==> src/rtl/tts_pkg.sv <==
// ============================================================================
// tts_pkg: shared state encoding and table-width helper for the scanner.
// Rev 1.0
// ============================================================================
`default_nettype none

package tts_pkg;

  typedef enum logic [2:0] {
    IDLE   = 3'd0,
    DRIVE  = 3'd1,
    SAMPLE = 3'd2,
    EMIT   = 3'd3,
    DONE   = 3'd4
  } tts_state_t;

  function automatic int TBL_W(input int n_vars);
    return 1 << n_vars;
  endfunction

endpackage

`default_nettype wire

==> src/rtl/truth_table_scanner_settle_timer.sv <==
// ============================================================================
// settle_timer: loads SETTLE on i_load, counts down, flags when settled.
// Rev 1.0
// ============================================================================
`default_nettype none

module settle_timer #(
  parameter int SETTLE = 1
) (
  input  logic clk,
  input  logic reset,
  input  logic i_load,
  output logic o_expired
);

  localparam int               CNT_W  = (SETTLE > 1) ? $clog2(SETTLE) : 1;
  localparam logic [CNT_W-1:0] C_INIT = CNT_W'(SETTLE - 1);

  logic [CNT_W-1:0] r_cnt;

  // The load cycle itself is the first settle cycle, hence SETTLE-1.
  always_ff @(posedge clk) begin
    if (reset) begin
      r_cnt <= '0;
    end else if (i_load) begin
      r_cnt <= C_INIT;
    end else if (r_cnt != '0) begin
      r_cnt <= r_cnt - 1'b1;
    end
  end

  assign o_expired = (r_cnt == '0);

endmodule

`default_nettype wire

==> src/rtl/truth_table_scanner.sv <==
// ============================================================================
// truth_table_scanner: sweeps all FUT input codes, records the truth table
// and streams minterm indices over valid/ready.  Rev 1.0
// ============================================================================
`default_nettype none

module truth_table_scanner
  import tts_pkg::*;
#(
  parameter int N_VARS = 4,
  parameter int SETTLE = 1
) (
  input  logic                      clk,
  input  logic                      reset,
  input  logic                      start,
  output logic [N_VARS-1:0]         vars_out,
  input  logic                      f_in,
  output logic                      m_valid,
  input  logic                      m_ready,
  output logic [N_VARS-1:0]         m_index,
  output logic                      busy,
  output logic                      done,
  output logic [TBL_W(N_VARS)-1:0]  truth_tbl,
  output logic [N_VARS:0]           m_count
);

  localparam int                C_TBL_W = TBL_W(N_VARS);
  localparam logic [N_VARS-1:0] C_LAST  = {N_VARS{1'b1}};

  tts_state_t         r_state;
  tts_state_t         w_next;
  logic [N_VARS-1:0]  r_idx;
  logic [C_TBL_W-1:0] r_tbl;
  logic [N_VARS:0]    r_cnt;
  logic               r_m_valid;
  logic [N_VARS-1:0]  r_m_index;
  logic               r_busy;
  logic               r_done;
  logic               w_load;
  logic               w_adv;
  logic               w_last;
  logic               w_expired;

  settle_timer #(
    .SETTLE (SETTLE)
  ) u_settle (
    .clk       (clk),
    .reset     (reset),
    .i_load    (w_load),
    .o_expired (w_expired)
  );

  assign w_last = (r_idx == C_LAST);

  always_ff @(posedge clk) begin
    if (reset) begin
      r_state <= IDLE;
    end else begin
      r_state <= w_next;
    end
  end

  always_comb begin
    w_next = r_state;
    w_load = 1'b0;
    w_adv  = 1'b0;
    case (r_state)
      IDLE: begin
        if (start) begin
          w_next = DRIVE;
          w_load = 1'b1;
        end
      end
      DRIVE:  if (w_expired) w_next = SAMPLE;
      SAMPLE: if (f_in) w_next = EMIT; else w_adv = 1'b1;
      EMIT:   if (r_m_valid && m_ready) w_adv = 1'b1;
      DONE:   w_next = IDLE;
      default: w_next = IDLE;
    endcase
    // End of sweep is a compare on the last code, never a counter wrap.
    if (w_adv) begin
      if (w_last) begin
        w_next = DONE;
      end else begin
        w_next = DRIVE;
        w_load = 1'b1;
      end
    end
  end

  always_ff @(posedge clk) begin
    if (reset) begin
      r_idx     <= '0;
      r_tbl     <= '0;
      r_cnt     <= '0;
      r_m_valid <= 1'b0;
      r_m_index <= '0;
      r_busy    <= 1'b0;
      r_done    <= 1'b0;
    end else begin
      r_busy <= (w_next == DRIVE) || (w_next == SAMPLE) || (w_next == EMIT);
      r_done <= (r_state == DONE);
      if (r_state == IDLE && start) begin
        r_idx <= '0;
        r_tbl <= '0;
        r_cnt <= '0;
      end
      if (r_state == SAMPLE) begin
        r_tbl[r_idx] <= f_in;
        if (f_in) begin
          r_m_valid <= 1'b1;
          r_m_index <= r_idx;
          r_cnt     <= r_cnt + 1'b1;
        end
      end
      if (r_state == EMIT && m_ready) begin
        r_m_valid <= 1'b0;
      end
      if (w_adv && !w_last) begin
        r_idx <= r_idx + 1'b1;
      end
    end
  end

  assign vars_out  = r_idx;
  assign m_valid   = r_m_valid;
  assign m_index   = r_m_index;
  assign busy      = r_busy;
  assign done      = r_done;
  assign truth_tbl = r_tbl;
  assign m_count   = r_cnt;

endmodule

`default_nettype wire
==> config.mk <==
export PLATFORM = sky130hd
export DESIGN_NAME = truth_table_scanner
export DESIGN_NICKNAME = d
export VERILOG_FILES = /design/src/rtl/tts_pkg.sv /design/src/rtl/truth_table_scanner_settle_timer.sv /design/src/rtl/truth_table_scanner.sv
export SDC_FILE = /design/constraint.sdc
export NUM_CORES = 1
export LEC_CHECK = 0
export ABC_CLOCK_PERIOD_IN_PS = 1500
export BUFFER_PORTS_ARGS = -buffer_cell sky130_fd_sc_hd__buf_2
export CORE_MARGIN = 5
export CORE_UTILIZATION = 48
export CTS_CLUSTER_DIAMETER = 60
export DETAILED_ROUTE_END_ITERATION = 12
export PLACE_DENSITY_LB_ADDON = 0.08
export SETUP_SLACK_MARGIN = 0.3
export SLEW_MARGIN = 20
export SYNTH_ARGS = -nofsm -noshare
export SYNTH_HDL_FRONTEND = slang
export SYNTH_SLANG_ARGS = --single-unit
==> constraint.sdc <==
create_clock -name clk -period 1.5 [get_ports clk]
set_input_delay 0.15 -clock clk [delete_from_list [all_inputs] [get_ports clk]]
set_output_delay 0.15 -clock clk [all_outputs]
set_load 0.05 [all_outputs]
**Word-level counts from Yosys, hierarchy flattened**

Index checks and enable logic that the tools add are counted.

- Equality and inequality tests: 8
- Bitwise operators: 1
- Reductions and logical operators: 13
- Add/sub/neg operators: 3
- Multiplexer cells: 24
- Order comparisons: 2

Operators by type and width:

| cell | number |
|---|---|
| $mux 16 | 3 |
| $bwmux 16 | 1 |
| $mux 3 | 5 |
| $mux 5 | 3 |
| $eq 3x2->1 const B | 4 |
| $pmux 3 s4 | 1 |
| $mux 4 | 2 |
| $mux 1 | 7 |
| $eq 3x1->1 const B | 2 |
| $add 5x1->5 const B | 1 |
| $logic_and 1x1->1 | 5 |
| $lt 4x5->1 const B | 1 |
| $add 4x1->4 const B | 1 |
| $demux 1 s4 | 1 |
| $eq 4x4->1 const B | 1 |
| $ge 4x1->1 const B | 1 |
| $eq 3x3->1 const B | 1 |
| $logic_not 3->1 | 1 |
| $reduce_or 3->1 | 1 |
| $logic_or 1x1->1 | 2 |
| $pmux 1 s2 | 1 |
| $reduce_and 2->1 | 1 |
| $reduce_bool 2->1 | 1 |
| $reduce_or 2->1 | 1 |
| 3 further kinds | 3 |

- Output and inout port bits: 32
- Flip-flop bits (word level): 36
- Word-level logic and storage cells: 60
- Input port bits: 5

**Depth between registers and ports, before layout**

Gate-level depths: netlist (run 1).

- Word-level depth: 7
- Depth in mapped cells: 6

**By module**

A second synthesis (run 1) with hierarchy kept.

- Cells, all modules: 195
- Area, all modules: 1669.1 µm²

By module, submodules not included:

| module | cells each | area each (µm²) | sequential area each (µm²) | instances |
|---|---|---|---|---|
| truth_table_scanner | 192 | 1641.6 | 700.7 | 1 |
| settle_timer | 3 | 27.5 | 20.0 | 1 |

**Worst setup path before layout (run 1)**

No wires, ideal clock.

- Kind: register to register
- Start point: reg r_idx[0], in the netlist vars_out[0]
- End point: reg r_idx[1], in the netlist vars_out[1]
- Stages on the path, launching flop included: 6
- Slack: -0.264 ns
- Data required time: 1.372 ns
- Period minus slack after synthesis: 1.764 ns
- Setup time: 0.128 ns
- Arrival: 1.637 ns
- Cells stage by stage: dfxtp_1 ha_1 nand3_1 o211ai_1 mux2i_1 nor2_1

- Longest elaborated chain between the ends: 4
- Elaborated cells on any way between the ends: 6

RTL lines:

| item | line | source |
|---|---|---|
| from (decl) | truth_table_scanner.sv:32 | `logic [N_VARS-1:0] r_idx;` |
| from (signal assigned) | truth_table_scanner.sv:120 | `r_idx <= r_idx + 1'b1;` |
| branches (longest 4 deep; another with $add 4x1->4) | -- |  |

Parallel ways; which one is timed is not known.
A chain may end at the register's enable or synchronous reset.

**Worst setup path after layout (run 1)**

- Start point: reg r_state[0]
- End point: reg r_idx[3], in the netlist vars_out[3]

- Longest elaborated chain between the ends: 4
- Elaborated cells on any way between the ends: 8

RTL lines:

| item | line | source |
|---|---|---|
| from (decl) | truth_table_scanner.sv:30 | `tts_state_t r_state;` |
| from (signal assigned) | truth_table_scanner.sv:59 | `r_state <= w_next;` |
| $eq 3x2->1 | truth_table_scanner.sv:67 | `case (r_state)` |
| $pmux 1 s2 | truth_table_scanner.sv:67 |  |
| $logic_and 1x1->1 | truth_table_scanner.sv:119 | `if (w_adv && !w_last) begin` |
| $mux 4 / $reduce_bool 2->1 (equally long branches) | -- |  |

Several ways; a longest one is shown, not always the timed one.

==> flow_summary_export.csv, run 1 <==
group,metric,value,unit
sta,tightestPinTransition,0.6479,ns
cells_and_area,area_growth,38.21,%
cells_and_area,drive_gt1_share,42.63,%
clocking,insertion_delay,0.35,ns
sta,slew_violations,0,
cells_and_area,mostFrequentLayoutCells,"buf_2, a21oi_1, dfxtp_1, buf_4",
placed_design,place.detailed.instances,268,
synth,postSynth.asyncResetShare,0,%
clocking,ctsHtreeMaxLevel,2,
floorplanning,fp-row-count,21,
synth,synthCells,192,
synth,synth_seq_area_share,42.99,%
sta,layout_setup_ws,0.03915,ns
grt,grt_pass1_vias,1696,
routing,vias_per_cell,5.747,
routing,wl_per_cell,15.81,um
synth,ys_seq_elements,36,
placed_design,numPortBuffers,36,
routing,wl,4697,um
floorplanning,full_die_area,0.004775,mm^2
synth,synth_top_flop_cell,"dfxtp_1",
clocking,cts_made_buffers,5,
floorplanning,initial_standard_cell_utilization_of_the_core,49.85,%
sta,timing.max_slew.rel_slack,56.81,%
synth,ys_types,39,
sta,final-setup-viol-count,0,
sta,finalHoldViolCount,0,
cells_and_area,utilization,68.90,%
cells_and_area,nNetsFinal,260,
placed_design,place_worst_setup_slack,-0.009643,ns
grt,globalRoute.totalOverflow,0,
synth,syn-mean-instance-area,8.732,um^2
routing,postRouteAntennaNets,0,
sta,timing.hold.ws,0.2599,ns
synth,syn-num-nets,202,
power,peakVddDrop,556.0,uV
routing,dr_total_vias,1707,
routing,drt_iter0_drc,95,
synth,yosys_warnings,0,
placed_design,gp_congestion,0.8011,
clocking,clk_pin_slew,0.10,ns
routing,drtPass1Iterations,4,
cells_and_area,instances_no_fill,297,
clocking,tritoncts,"yes",
routing,post-route-drc-count,0,
sta,worst_clock_skew,0.009531,ns
floorplanning,core,0.003363,mm^2
synth,synth_area,0.001677,mm^2
floorplanning,die_width,69.10,um
critical_path,start_kind,"flop",
sta,unrepaired_setup_endpoints_after_global_routing,"true",
floorplanning,pin_count,37,
critical_path,timing.critical_path.arrival,1.67,ns
sta,final.period_utilization,97.39,%
grt,wire_length_of_the_first_global_routing_pass,7700,um
job,max_cap_viol_count,0,
critical_path,cp.required,1.71,ns
synth,count_of_flip_flops_with_a_built_in_enable_after_synthesis,0,
sta,period_minus_slack,1.461,ns
cells_and_area,final_common_cell,"buf_2",
critical_path,highest_net_fanout_along_the_worst_path,6,
grt,antenna_found_initial,0,
outcome,outcome,"complete, no violations",
power,cellPowerDensity,839.4,mW/mm^2
power,power.static_leakage,0.9330,nW
grt,grt_use_total,19.58,%
critical_path,crit_type,"reg -> reg",
placed_design,detailed_place_hpwl,2765,um
grt,pin_count_of_the_biggest_net_entering_global_routing,36,
floorplanning,die_ht,69.10,um
critical_path,critical_path.endpoint_type,"flop",
cells_and_area,fillerInstances,302,
hold_path,min_path_type,"in -> reg",
clocking,clock_sinks,36,
clocking,ctsRootBufferMaster,"clkbuf_4",
clocking,clock_path_buffers,2,
sta,final.setup.tns,0,ns
sta,fmaxAchievable,684.5,MHz
cells_and_area,antenna_cells_inserted,0,
[repair_timing]
item | CTS | global route
endpoints found under the setup margin | 39 | 36
gates cloned | 4 | 0
hold buffers | 1 | 0
gates resized for setup | 25 | 13
pin swaps | 11 | 7
buffers inserted | 14 | 2
endpoints found under the hold margin | 1 | 0
[synth_stat cells, types with 2 or more instances]
cell	count	area share (%)
buf_6	3	2.0
and2_1	4	1.5
nand2b_1	2	0.75
ha_1	5	3.7
nand4_1	7	2.6
inv_1	3	0.67
a21oi_1	27	8.1
o211ai_1	14	6.3
dfxtp_1	36	43
nor4b_1	2	1.0
nor2b_1	2	0.75
xor2_1	2	1.0
clkbuf_1	6	1.3
nand2_1	18	4.0
buf_2	3	0.90
buf_1	2	0.45
mux2i_1	2	1.2
nor3_1	4	1.2
nor2_1	8	1.8
nand3_1	18	5.4
o21ai_0	2	0.60
nor4_1	2	0.75
o311ai_0	4	2.1
[final cells by class]
class / count / area (um^2) / area share, %
well taps: 46 / 57.56 / 2.484
repair buffers: 63 / 421.7 / 18.20
inverters: 3 / 11.26 / 0.4860
clock buffers: 6 / 41.29 / 1.782
multi-input cells: 141 / 999.7 / 43.14
flip-flops and latches: 36 / 750.7 / 32.40
clock inverters: 2 / 35.03 / 1.512
[kinds of logic after synthesis]
| group | share of synthesized area, % |
|---|---|
| adder cells (fa/ha/maj) | 3.731 |
| multiplexers | 1.866 |
| flip-flops | 42.99 |
| XOR/XNOR | 1.567 |
| buffers and inverters | 6.641 |
| other | 0.2237 |
| AO/OA/AOI/OAI | 18.81 |
| AND/OR/NAND/NOR | 24.18 |
[critical path, stage by stage, from the launching register on]
cell,delay [ns]
dfxtp_4,0.39
or4b_4,0.63
a32oi_1,0.21
a21oi_1,0.09
[layer usage]
metal	GRT usage [%]	wire (um)	vias up
li1	-	-	832
met1	21.75	2006	818
met2	33.26	2363	44
met3	5.959	205	13
met4	10.41	121	0
met5	0	0	-
[path summary, 6_finish.rpt]
check                          startpoint                       end  slack, ns  cells after the start
hold / removal                      start           busy$_SDFF_PP0_       0.26                      3
hold reg to reg   m_index[1]$_SDFFE_PP0P_   m_index[1]$_SDFFE_PP0P_       0.46                      2
setup reg to reg    r_state[0]$_SDFF_PP0_  vars_out[3]$_SDFFE_PP0P_       0.04                      3
setup / recovery    r_state[0]$_SDFF_PP0_  vars_out[3]$_SDFFE_PP0P_       0.04                      3
[power breakdown]
group	switching, mW	leakage [nW]	total [mW]	internal, mW
sequential	0.0207	0.298	0.983	0.962
combinational	0.159	0.593	0.284	0.125
clock	0.330	0.0422	0.679	0.349
total	0.509	0.933	1.94	1.44
[stage by stage]
| step | instance area, um^2 | power, mW |
|---|---|---|
| 2_1_floorplan | 1730 | 1.145 |
| 3_3_place_gp | 1937 | 1.177 |
| 3_5_place_dp | 1937 | 1.181 |
| 4_1_cts | 2258 | 1.943 |
| 5_1_grt | 2317 | 2.034 |
| 6_report | 2317 | 1.945 |
[state kept, by name (all words and copies together), names as in the netlist]
name and count:
vars_out 4, busy 1, m_valid 1, r_state 3
m_count 5, u_settle.r_cnt 1, done 1, m_index 4
truth_tbl 16
Power figures use the tool's default switching activity.
==> inputs of run 2 (changes only) <==
--- a/config.mk
+++ b/config.mk
@@ -5,10 +5,10 @@
 export SDC_FILE = /design/constraint.sdc
 export NUM_CORES = 1
 export LEC_CHECK = 0
-export ABC_CLOCK_PERIOD_IN_PS = 1500
+export ABC_CLOCK_PERIOD_IN_PS = 1800
 export BUFFER_PORTS_ARGS = -buffer_cell sky130_fd_sc_hd__buf_2
 export CORE_MARGIN = 5
-export CORE_UTILIZATION = 48
+export CORE_UTILIZATION = 50
 export CTS_CLUSTER_DIAMETER = 60
 export DETAILED_ROUTE_END_ITERATION = 12
 export PLACE_DENSITY_LB_ADDON = 0.08
==> constraint.sdc (replaced) <==
create_clock -name clk -period 1.8 [get_ports clk]
set_input_delay 0.18 -clock clk [delete_from_list [all_inputs] [get_ports clk]]
set_output_delay 0.18 -clock clk [all_outputs]
set_load 0.05 [all_outputs]
==> flow_summary_export.csv, run 2 (synthesis results as in run 1) <==
group,metric,value,unit
clocking,tritoncts,"yes",
critical_path,worstPathBufferInverterCount,0,
sta,timing.hold.ws,0.05488,ns
cells_and_area,final_common_cell,"buf_2",
hold_path,timing.hold.worst.start,"m_ready",
outcome,outcome,"complete, no violations",
critical_path,critical_path.cell_chain,"nor3b_4 -> nand2_1 -> o311ai_0 -> a21oi_1",
clocking,cts_made_buffers,5,
routing,wl_per_cell,15.65,um
critical_path,highest_net_fanout_along_the_worst_path,11,
clocking,insertion_delay,0.33,ns
routing,vias_per_cell,5.886,
clocking,clock_sinks,36,
critical_path,worst_r2r_startpoint,"r_state[1]$_SDFF_PP0_",
placed_design,detailed_place_hpwl,2734,um
hold_path,hold_depth,2,
clocking,clk_pin_slew,0.09,ns
routing,post-route-drc-count,0,
clocking,ctsRootBufferMaster,"clkbuf_4",
cells_and_area,utilization,60.30,%
critical_path,start_kind,"flop",
power,cellPowerDensity,682.9,mW/mm^2
sta,worst_clock_skew,0.009473,ns
cells_and_area,nNetsFinal,239,
routing,drtPass1Iterations,4,
placed_design,place.detailed.instances,262,
grt,wire_length_of_the_first_global_routing_pass,6665,um
critical_path,worst_r2r_endpoint,"truth_tbl[3]$_SDFF_PP0_",
hold_path,min_path_type,"in -> reg",
floorplanning,full_die_area,0.004611,mm^2
critical_path,slowest_delay,0.43,ns
sta,tightestPinTransition,0.6218,ns
sta,timing.max_slew.rel_slack,58.55,%
floorplanning,die_ht,67.91,um
sta,unrepaired_setup_endpoints_after_global_routing,"true",
placed_design,numPortBuffers,36,
routing,postRouteAntennaNets,0,
routing,drt_iter0_drc,232,
floorplanning,pin_count,37,
clocking,ctsHtreeMaxLevel,2,
cells_and_area,mostFrequentLayoutCells,"buf_2, dfxtp_1, a21oi_1",
power,peakVddDrop,426.5,uV
routing,dr_total_vias,1607,
hold_path,timing.hold.worst_endpoint,"m_valid$_SDFFE_PP0P_",
critical_path,cp_max_delay_cell,"dfxtp_4",
critical_path,cp.required,1.99,ns
power,power.static_leakage,0.7723,nW
floorplanning,initial_standard_cell_utilization_of_the_core,51.05,%
critical_path,timing.critical_path.arrival,1.69,ns
critical_path,critical_path.endpoint_type,"flop",
placed_design,gp_congestion,0.8486,
routing,wl,4272,um
job,max_cap_viol_count,0,
cells_and_area,instances_no_fill,273,
sta,fmaxAchievable,666.4,MHz
floorplanning,fp-row-count,21,
cells_and_area,antenna_cells_inserted,0,
sta,final.setup.tns,0,ns
sta,period_minus_slack,1.500,ns
grt,grt_use_total,19.41,%
critical_path,crit_type,"reg -> reg",
critical_path,crit_family,"simple AND/OR/NAND/NOR gates",
cells_and_area,drive_gt1_share,29.07,%
floorplanning,core,0.003284,mm^2
cells_and_area,fillerInstances,313,
grt,grt_pass1_vias,1430,
cells_and_area,area_growth,18.13,%
cells_and_area,flip_flop_count_of_the_largest_register_after_layout,16,
critical_path,worst-r2r-setup-slack,0.30,ns
clocking,clock_path_buffers,2,
grt,antenna_found_initial,0,
sta,slew_violations,0,
sta,final-setup-viol-count,0,
power,post-layout-total-power,1.353,mW
grt,globalRoute.totalOverflow,0,
sta,finalHoldViolCount,0,
sta,final.period_utilization,83.36,%
critical_path,worstRegToRegCells,4,
floorplanning,die_width,67.91,um
grt,pin_count_of_the_biggest_net_entering_global_routing,36,
## run 2: cell count changes in the layout (fill, tap and decap cells not counted), sizes merged
cell / delta
or4b: -1
dlygate4sd3: -1
clkinv: -1
clkbuf: -2
buf: -18
bufinv: -1
## run 2: per-stage QoR
| stage | setup WS, ns | instance area [um^2] |
|---|---|---|
| after floorplan | 0.2790 | 1682 |
| after global placement | 0.2307 | 1849 |
| after detailed placement | 0.1482 | 1849 |
| after CTS | 0.2028 | 1914 |
| after global routing | 0.2101 | 1981 |
| final | 0.2995 | 1981 |
## run 2: routing by layer
| layer | global-route usage [%] | share of wire (%) |
|---|---|---|
| met1 | 23.05 | 40 |
| met4 | 9.677 | 1.8 |
| met3 | 5.255 | 7.7 |
| met2 | 32.20 | 50 |
| met5 | 0 | 0 |
## run 2: cell type report
class,instances,area (um^2),area share (%)
Inverter,3,11.26,0.5685
Multi-Input combinational cell,140,902.1,45.55
Tap cell,46,57.56,2.906
Clock buffer,5,37.54,1.895
Sequential cell,36,739.5,37.33
Timing Repair Buffer,43,232.7,11.75
## run 2: timing repair
action                     in CTS  in global routing
pin swaps                       0                  4
setup endpoints to repair      23                 30
hold buffers                    0                  0
cloned                          1                  2
setup buffers                   1                  2
gates resized for setup         4                 10
hold endpoints to repair        0                  0
## run 2: where the power goes
group	total, mW	switching [mW]	internal [mW]	leakage [nW]
registers	0.828	0.0227	0.806	0.296
logic	0.159	0.103	0.0560	0.454
clock network	0.365	0.235	0.130	0.0230
## run 2: worst max path at each step
stage,startpoint,endpoint,depth (start not counted)
floorplan,vars_out[0]$_SDFFE_PP0P_,vars_out[1]$_SDFFE_PP0P_,5
global placement,r_state[0]$_SDFF_PP0_,vars_out[3]$_SDFFE_PP0P_,3
detailed placement,r_state[1]$_SDFF_PP0_,truth_tbl[3]$_SDFF_PP0_,4
CTS,r_state[0]$_SDFF_PP0_,truth_tbl[3]$_SDFF_PP0_,4
global route,r_state[1]$_SDFF_PP0_,truth_tbl[3]$_SDFF_PP0_,4
finish,r_state[1]$_SDFF_PP0_,truth_tbl[3]$_SDFF_PP0_,4
==> inputs of run 3 (changes only) <==
--- a/config.mk
+++ b/config.mk
@@ -5,7 +5,8 @@
 export SDC_FILE = /design/constraint.sdc
 export NUM_CORES = 1
 export LEC_CHECK = 0
-export ABC_CLOCK_PERIOD_IN_PS = 1800
+export ABC_AREA = 1
+export ABC_CLOCK_PERIOD_IN_PS = 1400
 export BUFFER_PORTS_ARGS = -buffer_cell sky130_fd_sc_hd__buf_2
 export CORE_MARGIN = 5
 export CORE_UTILIZATION = 50
==> constraint.sdc (replaced) <==
create_clock -name clk -period 1.4 [get_ports clk]
set_input_delay 0.14 -clock clk [delete_from_list [all_inputs] [get_ports clk]]
set_output_delay 0.14 -clock clk [all_outputs]
set_load 0.05 [all_outputs]
==> flow_summary_export.csv, run 3 <==
group,metric,value,unit
outcome,outcome,"complete, no violations",
floorplanning,die_width,67.24,um
cells_and_area,antenna_cells_inserted,0,
critical_path,cp.required,1.63,ns
critical_path,worst_r2r_endpoint,"truth_tbl[4]$_SDFF_PP0_",
critical_path,worst_r2r_startpoint,"r_state[1]$_SDFF_PP0_",
critical_path,timing.critical_path.to,"truth_tbl[4]$_SDFF_PP0_",
sta,unrepaired_setup_endpoints_after_global_routing,"true",
cells_and_area,mostFrequentLayoutCells,"nand2_1, buf_4, dfxtp_1",
power,power.static_leakage,0.9869,nW
floorplanning,die_ht,67.24,um
placed_design,detailed_place_hpwl,2624,um
critical_path,worstRegToRegCells,7,
clocking,clk_pin_slew,0.11,ns
critical_path,worstSetupStartpoint,"r_state[1]$_SDFF_PP0_",
synth,yosys-top-cells-area,"dfxtp_1, nand2_1, a21oi_1",
placed_design,gp_congestion,0.8110,
sta,finalHoldViolCount,0,
clocking,clock_path_buffers,2,
critical_path,worst-r2r-setup-slack,0.16,ns
job,max_cap_viol_count,0,
synth,synth_seq_area_share,44.00,%
sta,final.period_utilization,88.64,%
synth,synthDominantAreaCellType,"dfxtp_1",
cells_and_area,regArea,759.5,um^2
synth,syn-mean-instance-area,7.548,um^2
critical_path,critical_path.endpoint_type,"flop",
cells_and_area,flip_flop_count_of_the_largest_register_after_layout,16,
cells_and_area,final_common_cell,"nand2_1",
grt,grt_use_total,19.25,%
floorplanning,full_die_area,0.004521,mm^2
power,post-layout-total-power,1.959,mW
cells_and_area,nNetsFinal,286,
routing,wl,4436,um
routing,dr_total_vias,1662,
clocking,tritoncts,"yes",
grt,grt_pass1_vias,1501,
critical_path,cp_max_delay_cell,"dfxtp_4",
synth,synth.most_common_cell,"nand2_1",
critical_path,highest_net_fanout_along_the_worst_path,4,
critical_path,slowest_delay,0.40,ns
grt,globalRoute.totalOverflow,0,
grt,antenna_found_initial,0,
sta,final.setup.tns,0,ns
synth,yosys_warnings,0,
critical_path,timing.critical_path.arrival,1.48,ns
placed_design,place.detailed.instances,295,
floorplanning,core,0.003103,mm^2
routing,drtPass1Iterations,4,
clocking,cts_made_buffers,5,
critical_path,critical_path.cell_chain,"inv_6 -> nor2_8 -> nand2_8 -> nor2_4 -> nand2_2 -> o21ai_1 -> a21oi_1",
sta,final-setup-viol-count,0,
placed_design,place_worst_setup_slack,0.09868,ns
sta,worst_clock_skew,0.01275,ns
synth,synth_top_area_share,44.00,%
routing,drt_iter0_drc,66,
synth,netlist_top_cells_count,"nand2_1, dfxtp_1, a21oi_1",
synth,synth_area,0.001638,mm^2
routing,postRouteAntennaNets,0,
power,cellPowerDensity,787.0,mW/mm^2
sta,period_minus_slack,1.241,ns
synth,synthCells,217,
floorplanning,initial_standard_cell_utilization_of_the_core,52.78,%
sta,fmaxAchievable,805.8,MHz
grt,pin_count_of_the_biggest_net_entering_global_routing,19,
clocking,clock_sinks,36,
cells_and_area,drive_gt1_share,52.71,%
cells_and_area,fillerInstances,219,
hold_path,timing.hold.worst.start,"reset",
floorplanning,pin_count,37,
grt,wire_length_of_the_first_global_routing_pass,6575,um
hold_path,min_path_type,"in -> reg",
cells_and_area,instances_no_fill,321,
critical_path,crit_type,"reg -> reg",
routing,vias_per_cell,5.178,
clocking,ctsHtreeMaxLevel,2,
placed_design,numPortBuffers,36,
synth,ys_seq_elements,36,
cells_and_area,area_growth,51.95,%
synth,postSynth.asyncResetShare,0,%
synth,count_of_flip_flops_with_a_built_in_enable_after_synthesis,0,
cells_and_area,multiInputGateArea,0.001046,mm^2
synth,ys_types,29,
routing,post-route-drc-count,0,
floorplanning,fp-row-count,20,
critical_path,start_kind,"flop",
sta,slew_violations,0,
clocking,ctsRootBufferMaster,"clkbuf_4",
power,peakVddDrop,538.5,uV
synth,syn-num-nets,227,
sta,layout_setup_ws,0.1590,ns
clocking,insertion_delay,0.35,ns
routing,wl_per_cell,13.82,um
synth,synth_top_flop_cell,"dfxtp_1",
==> run 3: cell types whose count changed after synthesis, moves of 5 or more <==
cell      previous run  this run
nand2_1             18        53
inv_1                3        20
o21ai_0              2        20
nand4_1              7         2
nand3_1             18        13
o211ai_1            14         0
==> run 3: routing by layer <==
layer  track usage, %  vias to the layer above  routed length (um)
li1                 -                      836                   -
met1            22.35                      756                1842
met2            32.88                       55                2189
met3            5.990                       15                 295
met4            7.595                        0                 110
met5                0                        -                   0
==> run 3: worst min path at each step <==
stage	depth (start not counted)	slack, ns	endpoint
6_report	2	0.08	vars_out[1]$_SDFFE_PP0P_
5_1_grt	2	0.07	vars_out[3]$_SDFFE_PP0P_
4_1_cts	2	0.05	vars_out[3]$_SDFFE_PP0P_
3_5_place_dp	2	0.33	m_valid$_SDFFE_PP0P_
3_3_place_gp	2	0.32	m_valid$_SDFFE_PP0P_
2_1_floorplan	1	0.20	vars_out[1]$_SDFFE_PP0P_
==> run 3: power breakdown <==
group	total, mW	switching, mW	internal [mW]
registers	1.06	0.0271	1.04
clock network	0.533	0.337	0.196
logic	0.361	0.236	0.125
==> run 3: logic make-up (layout without fill, tap and decap cells) <==
logic type,Yosys count,after routing,share of synthesized area [%]
AOI/OAI and AO/OA,53,53,16.42
xor gates and xnor gates,3,3,1.605
adders and majority gates,5,5,3.820
buffers and inverters,29,89,7.945
DFF,36,36,44.00
other,1,1,0.2290
and+or+nand+nor,90,90,25.97
==> run 3: layout make-up <==
class,count,area share (%)
Timing Repair inverter,1,0.3519
Clock inverter,1,0.2011
Inverter,23,4.273
Timing Repair Buffer,57,18.60
Tap cell,44,2.212
Clock buffer,7,1.810
Multi-Input combinational cell,152,42.03
Sequential cell,36,30.52
==> run 3: worst max-delay path, delay by kind of cell (launching register included) <==
| kind | cells | cell delay, ns |
|---|---|---|
| DFF | 1 | 0.40 |
| and+or+nand+nor | 4 | 0.48 |
| buffers and inverters | 1 | 0.04 |
| AOI/OAI and AO/OA | 2 | 0.20 |
==> run 3: through the flow <==
stage / instance area [um^2] / hold slack [ns] / util, %
floorplan: 1753 / 0.1994 / -
CTS: 2302 / 0.04830 / 74.19
detailed placement: 1976 / 0.3276 / 63.67
global placement: 1976 / 0.3247 / 63.67
finish: 2489 / 0.07840 / 80.20
global route: 2489 / 0.07213 / 80.20
==> run 3: what timing repair did <==
action / in CTS / in global routing
pin swaps: 16 / 10
endpoints found under the hold margin: 1 / 0
gates cloned: 1 / 0
gates resized for setup: 71 / 39
buffers inserted: 6 / 10
endpoints found under the setup margin: 49 / 50
hold buffers: 1 / 0
